==> src/rtl/seg_scan_ctrl.sv <==
// seg_scan_ctrl: 8-digit multiplexed 7-segment scan sequencer with dead-time,
// leading-zero blanking and frame tick.
module seg_scan_ctrl #(
  parameter int SCAN_DIV  = 1000,
  parameter int BLANK_CYC = 2
) (
  input  logic       clk,
  input  logic       rst,
  input  logic       en,
  input  logic [2:0] num_dig,
  input  logic       lzb,
  input  logic       wr_en,
  input  logic [2:0] wr_addr,
  input  logic [3:0] wr_data,
  input  logic       wr_dp,
  output logic [7:0] seg_com,
  output logic [7:0] seg_data,
  output logic       frame_tick
);
  localparam int TW = SCAN_DIV > 1 ? $clog2(SCAN_DIV) : 1;
  localparam logic [TW-1:0] BLAST = TW'(BLANK_CYC > 0 ? BLANK_CYC - 1 : 0);
  localparam logic [TW-1:0] SLAST = TW'(SCAN_DIV - BLANK_CYC - 1);
  typedef enum logic [1:0] {IDLE, BLANK, SHOW} state_t;
  localparam state_t FIRST = BLANK_CYC > 0 ? BLANK : SHOW;
  state_t state, nstate;
  logic [2:0] idx, nidx;
  logic [TW-1:0] timer, ntimer;
  logic tick, lz;
  logic [3:0] code [8];
  logic [7:0] dp, glyph;
  function automatic logic [7:0] enc(input logic [3:0] h);
    case (h)
      4'h0: enc = 8'hFC;
      4'h1: enc = 8'h60;
      4'h2: enc = 8'hDA;
      4'h3: enc = 8'hF2;
      4'h4: enc = 8'h66;
      4'h5: enc = 8'hB6;
      4'h6: enc = 8'hBE;
      4'h7: enc = 8'hE0;
      4'h8: enc = 8'hFE;
      4'h9: enc = 8'hF6;
      4'hA: enc = 8'hEE;
      4'hB: enc = 8'h3E;
      4'hC: enc = 8'h9C;
      4'hD: enc = 8'h7A;
      4'hE: enc = 8'h9E;
      4'hF: enc = 8'h8E;
    endcase
  endfunction
  always_comb begin
    nstate = state;
    nidx   = idx;
    ntimer = timer + 1'b1;
    tick   = 1'b0;
    if (state != IDLE && !en) begin
      nstate = IDLE;
      nidx   = 3'd0;
      ntimer = '0;
    end else if (state == IDLE) begin
      ntimer = '0;
      if (en) nstate = FIRST;
    end else if (state == BLANK && timer == BLAST) begin
      nstate = SHOW;
      ntimer = '0;
    end else if (state == SHOW && timer == SLAST) begin
      nstate = FIRST;
      ntimer = '0;
      tick   = idx >= num_dig;
      nidx   = tick ? 3'd0 : idx + 3'd1;
    end
  end
  // The digit about to be shown is blanked when it and every active digit above it hold zero.
  always_comb begin
    glyph = enc(code[nidx]);
    lz = lzb && nidx != 3'd0 && nidx <= num_dig;
    for (int k = 0; k < 8; k++)
      if (3'(k) >= nidx && 3'(k) <= num_dig && code[k] != 4'h0) lz = 1'b0;
  end
  always_ff @(posedge clk) begin
    if (!rst) begin
      state      <= IDLE;
      idx        <= 3'd0;
      timer      <= '0;
      frame_tick <= 1'b0;
      seg_com    <= 8'hFF;
      seg_data   <= 8'h00;
      dp         <= 8'h00;
      for (int k = 0; k < 8; k++) code[k] <= 4'h0;
    end else begin
      state      <= nstate;
      idx        <= nidx;
      timer      <= ntimer;
      frame_tick <= tick;
      seg_com    <= nstate == SHOW ? ~(8'h80 >> nidx) : 8'hFF;
      seg_data   <= nstate == SHOW ? ((lz ? 8'h00 : glyph) | {7'd0, dp[nidx]}) : 8'h00;
      if (wr_en) begin
        code[wr_addr] <= wr_data;
        dp[wr_addr]   <= wr_dp;
      end
    end
  end
endmodule
==> config.mk <==
export PLATFORM = sky130hd
export DESIGN_NAME = seg_scan_ctrl
export DESIGN_NICKNAME = d
export VERILOG_FILES = /design/src/rtl/seg_scan_ctrl.sv
export SDC_FILE = /design/constraint.sdc
export NUM_CORES = 1
export LEC_CHECK = 0
export CORE_MARGIN = 2
export CORE_UTILIZATION = 35
export CTS_BUF_LIST = sky130_fd_sc_hd__clkbuf_16
export CTS_CLUSTER_SIZE = 8
export DETAILED_ROUTE_END_ITERATION = 8
export HOLD_SLACK_MARGIN = 0.15
export SYNTH_ARGS = -nofsm -noshare
export SYNTH_HDL_FRONTEND = slang
export SYNTH_SLANG_ARGS = --single-unit
==> constraint.sdc <==
create_clock -name clk -period 5.5 [get_ports clk]
set_input_delay 0.825 -clock clk [delete_from_list [all_inputs] [get_ports clk]]
set_output_delay 0.825 -clock clk [all_outputs]
set_load 0.02 [all_outputs]
Word-level counts from Yosys, hierarchy flattened

Memory sizes are Yosys's and may differ from the RTL's.
Cells that the tools add are included.

Register bits: 40
RAM bits: 32
Memory bits (read-only): 112
Output and inout port bits: 17
Word-level logic and storage cells: 111
Memories: 2

Memory list:

| memory          | depth | bits a word | read ports | clocked after Yosys merged registers in | write ports | line | RTL |
|---|---|---|---|---|---|---|---|
| (no name shown) | 16    | 7           | 1          | 0                                       | 0           | 32   | `case (h)` |
| code            | 8     | 4           | 9          | 0                                       | 8           | 29   | `logic [3:0] code [8];` |

Add/subtract/negate cells: 2
Order comparisons: 21
Equal/unequal tests: 5
Shift operators: 1
Multiplexer cells: 31
Bitwise operators: 4
Reduce and logical (&&, ||, !) cells: 38

Operators with widths:

| operator              | number |
|---|---|
| $reduce_bool 4->1     | 8 |
| $logic_and 1x1->1     | 22 |
| $mux 3                | 6 |
| $mux 1                | 15 |
| $ge 3x3->1 const A    | 4 |
| $le 3x3->1 const A    | 4 |
| $add 10x1->10 const B | 1 |
| $eq 10x1->1 const B   | 1 |
| $eq 10x10->1 const B  | 1 |
| $mux 2                | 5 |
| $reduce_or 5->1       | 2 |
| $bwmux 8              | 1 |
| $lt 3x4->1 const B    | 2 |
| $mux 8                | 1 |
| $not 8->8             | 1 |
| $or 8x1->8            | 1 |
| $shr 8x3->8 const A   | 1 |
| $ge 1x3->1 const A    | 2 |
| $ge 2x3->1 const A    | 2 |
| $le 1x3->1 const A    | 2 |
| $le 2x3->1 const A    | 2 |
| $eq 2x2->1 const B    | 2 |
| $mux 4                | 1 |
| $reduce_or 4->1       | 1 |
| 13 further kinds      | 14 |

Longest topological paths before layout

Depth after elaboration: 19
Mapped depth: 16

Worst setup path before layout

No wires, ideal clock.

Path kind: input -> register
From: input num_dig[2]
To: register seg_data[2]
Library setup time: 0.086 ns
Arrival: 3.787 ns
Required time: 5.414 ns
Slack: 1.628 ns
Stages on the path: 15
Cells stage by stage: inv_1 > ha_1 > a21oi_1 > o2111ai_1 > mux2i_1 > clkbuf_1 > inv_1 > nand2_1 > nand3_1 > a31oi_1 > inv_1 > ha_1 > nand2_1 > o21ai_0 > a211oi_1

Longest elaborated chain between the ends: 19
Elaborated cells on any way between the ends: 54
Classes of those cells: order compare (18); mux (14); bitwise (1); reduce/logical (19); memory (2)

Ends and longest elaborated chain:

| item                                                     | line   | RTL |
|---|---|---|
| start, declared                                          | 10     | `input logic [2:0] num_dig,` |
| $ge 3x3->1                                               | 69     | `tick = idx >= num_dig;` |
| $mux 3                                                   | 70     | `nidx = tick ? 3'd0 : idx + 3'd1;` |
| $mux 3                                                   | 66     | `end else if (state == SHOW && timer == SLAST) begin` |
| $mux 3                                                   | 63     | `end else if (state == BLANK && timer == BLAST) begin` |
| $mux 3                                                   | 60     | `end else if (state == IDLE) begin` |
| $mux 3                                                   | 56     | `if (state != IDLE && !en) begin` |
| $ge 1x3->1 or $reduce_bool 3->1 (tied branches)          | 78, 76 |  |
| $logic_and 1x1->1, on equally long branches (2 in a row) | 78, 76 |  |
| $mux 1 (8 in a row)                                      | 78     | `if (3'(k) >= nidx && 3'(k) <= num_dig && code[k] != 4'h0) lz = 1'b0;` |
| $mux 8 *                                                 | 96     | `seg_data <= nstate == SHOW ? ((lz ? 8'h00 : glyph) \| {7'd0, dp[nidx]}) : 8'h00;` |
| $or 8x1->8 *                                             | 96     |  |
| end signal, assigned                                     | 96     |  |
| end, declared                                            | 17     | `output logic [7:0] seg_data,` |

Every way passes the cells marked *; elsewhere a longest branch is shown, timed or not.
A chain may end at the register's enable or synchronous reset.

Final worst setup path

Ends and elaborated chain as after synthesis.

==> flow_summary.toml <==
[grt]
grt_overflow = 0
met3_usage_pct = 3.28
track_usage_pct = 16.3
grt_max_degree = 20
grt_pass1_vias = 2852
antenna_found_initial = 0
grt_pass1_wl_mm = 14.5
grt_busiest_layer = "met2"
met1_usage_pct = 22.6
grt_use_met2_pct = 25.6

[die]
dieWidth_um = 107
core-area_mm2 = 0.0103
num_rows = 37
initial_core_util_pct = 36.0
dieArea_mm2 = 0.0114
num_io_pins = 33
die_y_um = 107

[worst_setup_path]
critPathSlowestCell = "clkdlybuf4s50_1"
required_ns = 5.75
crit_arrival_ns = 4.67
crit_fanout = 6
critPathMostFrequentCell = "o21ai_0"
crit_path_start_kind = "input pin"
path_class = "input pin to flip-flop"
path_delay_family = "compound AO/OA/AOI/OAI gates"
path_cells = "clkdlybuf4s50_1 -> inv_1 -> ha_1 -> a21oi_1 -> o21ai_0 -> o21ai_0 -> o211ai_1 -> a221oi_1 -> nor2_1 -> a31oi_1 -> inv_1 -> ha_1 -> nand2_1 -> o21ai_0 -> a211oi_1"
crit_buf_inv = 3
cpPeakStageDelay_ns = 0.57
crit_path_end_kind = "flip-flop"

[layout]
drive_above_1_share_pct = 6.35
final_cells = 561
area_growth_pct = 20.5
multi_input_area_mm2 = 0.00180
post-route-util_pct = 43.4
diodes = 0
ff_latch_area_mm2 = 0.00176
fin_nets = 452
num-fill-cells = 1040

[clock_network]
ctsHoldBuffers = 0
ctsResizeCount = 0
cts_root_buf = "clkbuf_16"
cts_made_buffers = 9
clock_sinks = 72
post_cts_buffers = 0
clockBufferDepth = 2
path_clk_slew_ns = 0.06
cts_tree = "done"
clk_latency_ns = 0.34
h-tree-depth = 3

[timing]
maxSlewHeadroom_pct = 43.7
timing.final.crit_share_pct = 80.3
setup_violations = 0
tightestPinTransition_ns = 0.837
skew_ns = 0.00912
fin_setup_tns_ns = 0
period_minus_slack_ns = 4.41
hold_viol = 0
finalMaxSlewViolations = 0
rsz0062_at_grt = "no"
fmax_mhz = 227

[synthesis]
synth_xor_area_share_pct = 1.89
yosysSeqAreaShare_pct = 47.6
synth_top_family_by_area = "simple AND/OR/NAND/NOR gates"
asyncSetResetFlopFracSynth_pct = 0
synthCells = 385
syn_area_per_cell_um2 = 9.62
synth-edff-count = 32
dominantRegCellSynth = "dfxtp_1"
yosys.area.top_type_share_pct = 25.9
synth_area_leaders = "edfxtp_1 (26%), dfxtp_1 (22%), and2_1 (5.9%), ha_1 (5.4%), nand2_1 (4.1%)"
synth-simple-area-share_pct = 23.3
synth_fa_ha_area_share_pct = 5.41
syn_nets = 417
synth.area.mux_share_pct = 2.16
synth_common_cells = "dfxtp_1 (40), nand2_1 (40), nor2_1 (38), and2_1 (35), edfxtp_1 (32)"
synth_area_mm2 = 0.00370
yosysWarnings = 0
synth-seq-cells = 72
synth_compound_area_share_pct = 15.9
synthDistinctLibCells = 59
synth_top_area_cell = "edfxtp_1"

[route]
viasPerCell = 5.32
num_vias = 2987
drc = 0
drt_pass1_iterations = 4
postRouteAntennaNets = 0
drt_iter0_drc = 159
drt-total-wl_mm = 8.78
avgRoutedWirePerCell_um = 15.7

[placed_design]
io_buffers = 32
dp_cells = 545
hpwlAfterDp_mm = 6.60
gp_congestion = 0.842

[flow_run]
cap_violations = 0

[power_and_ir_drop]
ir_drop_mv = 0.145
power_density_mw_per_mm2 = 294
leakagePower_nw = 1.56

[min_path]
hp-class = "flip-flop to flip-flop"

[status]
status = "finished, final reports clean"
## per-stage QoR
step / hold slack, ns / power [mW] / setup slack (ns) / instance area (µm²)
6_report: 0.481 / 1.31 / 1.09 / 4460
5_1_grt: 0.505 / 1.36 / 0.666 / 4460
4_1_cts: 0.483 / 1.32 / 1.14 / 4460
3_5_place_dp: 0.466 / 0.682 / 0.797 / 4140
3_3_place_gp: 0.460 / 0.681 / 0.938 / 4140
2_1_floorplan: 0.441 / 0.646 / 1.63 / 3700
## flip-flops by register name (all words and copies together), names as in the netlist
signal      count
state           2
dp              8
frame_tick      1
seg_data        8
code           32
timer          10
idx             3
seg_com         8
## worst paths after layout
path | start | end | slack [ns] | depth (start not counted)
setup reg to reg | timer[0]$_SDFF_PP0_ | seg_data[2]$_SDFF_PP0_ | 1.37 | 13
hold / removal | timer[0]$_SDFF_PP0_ | timer[0]$_SDFF_PP0_ | 0.48 | 1
setup / recovery | num_dig[2] | seg_data[2]$_SDFF_PP0_ | 1.09 | 15
hold reg to reg | timer[0]$_SDFF_PP0_ | timer[0]$_SDFF_PP0_ | 0.48 | 1
## cell type report
class                   instances  area share, %
repair buffers                 33           7.34
clock buffers                   9           5.04
multi-input cells             284           40.4
well taps                     136           3.81
flip-flops and latches         72           39.5
inverters                      20           1.68
clock inverters                 7           2.27
## where the power goes
group / internal (mW) / switching (mW) / leakage (nW) / total (mW)
clock network: 0.402 / 0.242 / 0.153 / 0.643
registers: 0.577 / 0.0116 / 0.632 / 0.589
logic: 0.0313 / 0.0510 / 0.773 / 0.0823
## placed cells by master, fill, tap and decap left out, drive strengths merged, types with 14 or more instances in the layout
| cell | synthesis | routed |
|---|---|---|
| inv | 19 | 22 |
| ha | 16 | 16 |
| a21oi | 14 | 14 |
| dfxtp | 40 | 40 |
| o21ai | 28 | 28 |
| clkdlybuf4s50 | 0 | 32 |
| edfxtp | 32 | 32 |
| and2 | 35 | 35 |
| nor2 | 38 | 38 |
| nand2 | 40 | 40 |
## per-layer routing
metal	vias up	routed length [µm]
met5	-	0
met4	0	130
met3	12	506
met2	81	3950
met1	1425	4200
li1	1469	-
## kinds of logic after synthesis
logic type / Yosys count
xor gates and xnor gates: 8
and+or+nand+nor: 167
adders and majority gates: 16
muxes: 8
buffers and inverters: 29
AOI/OAI and AO/OA: 85
DFF: 72
Power figures use the tool's default switching activity.
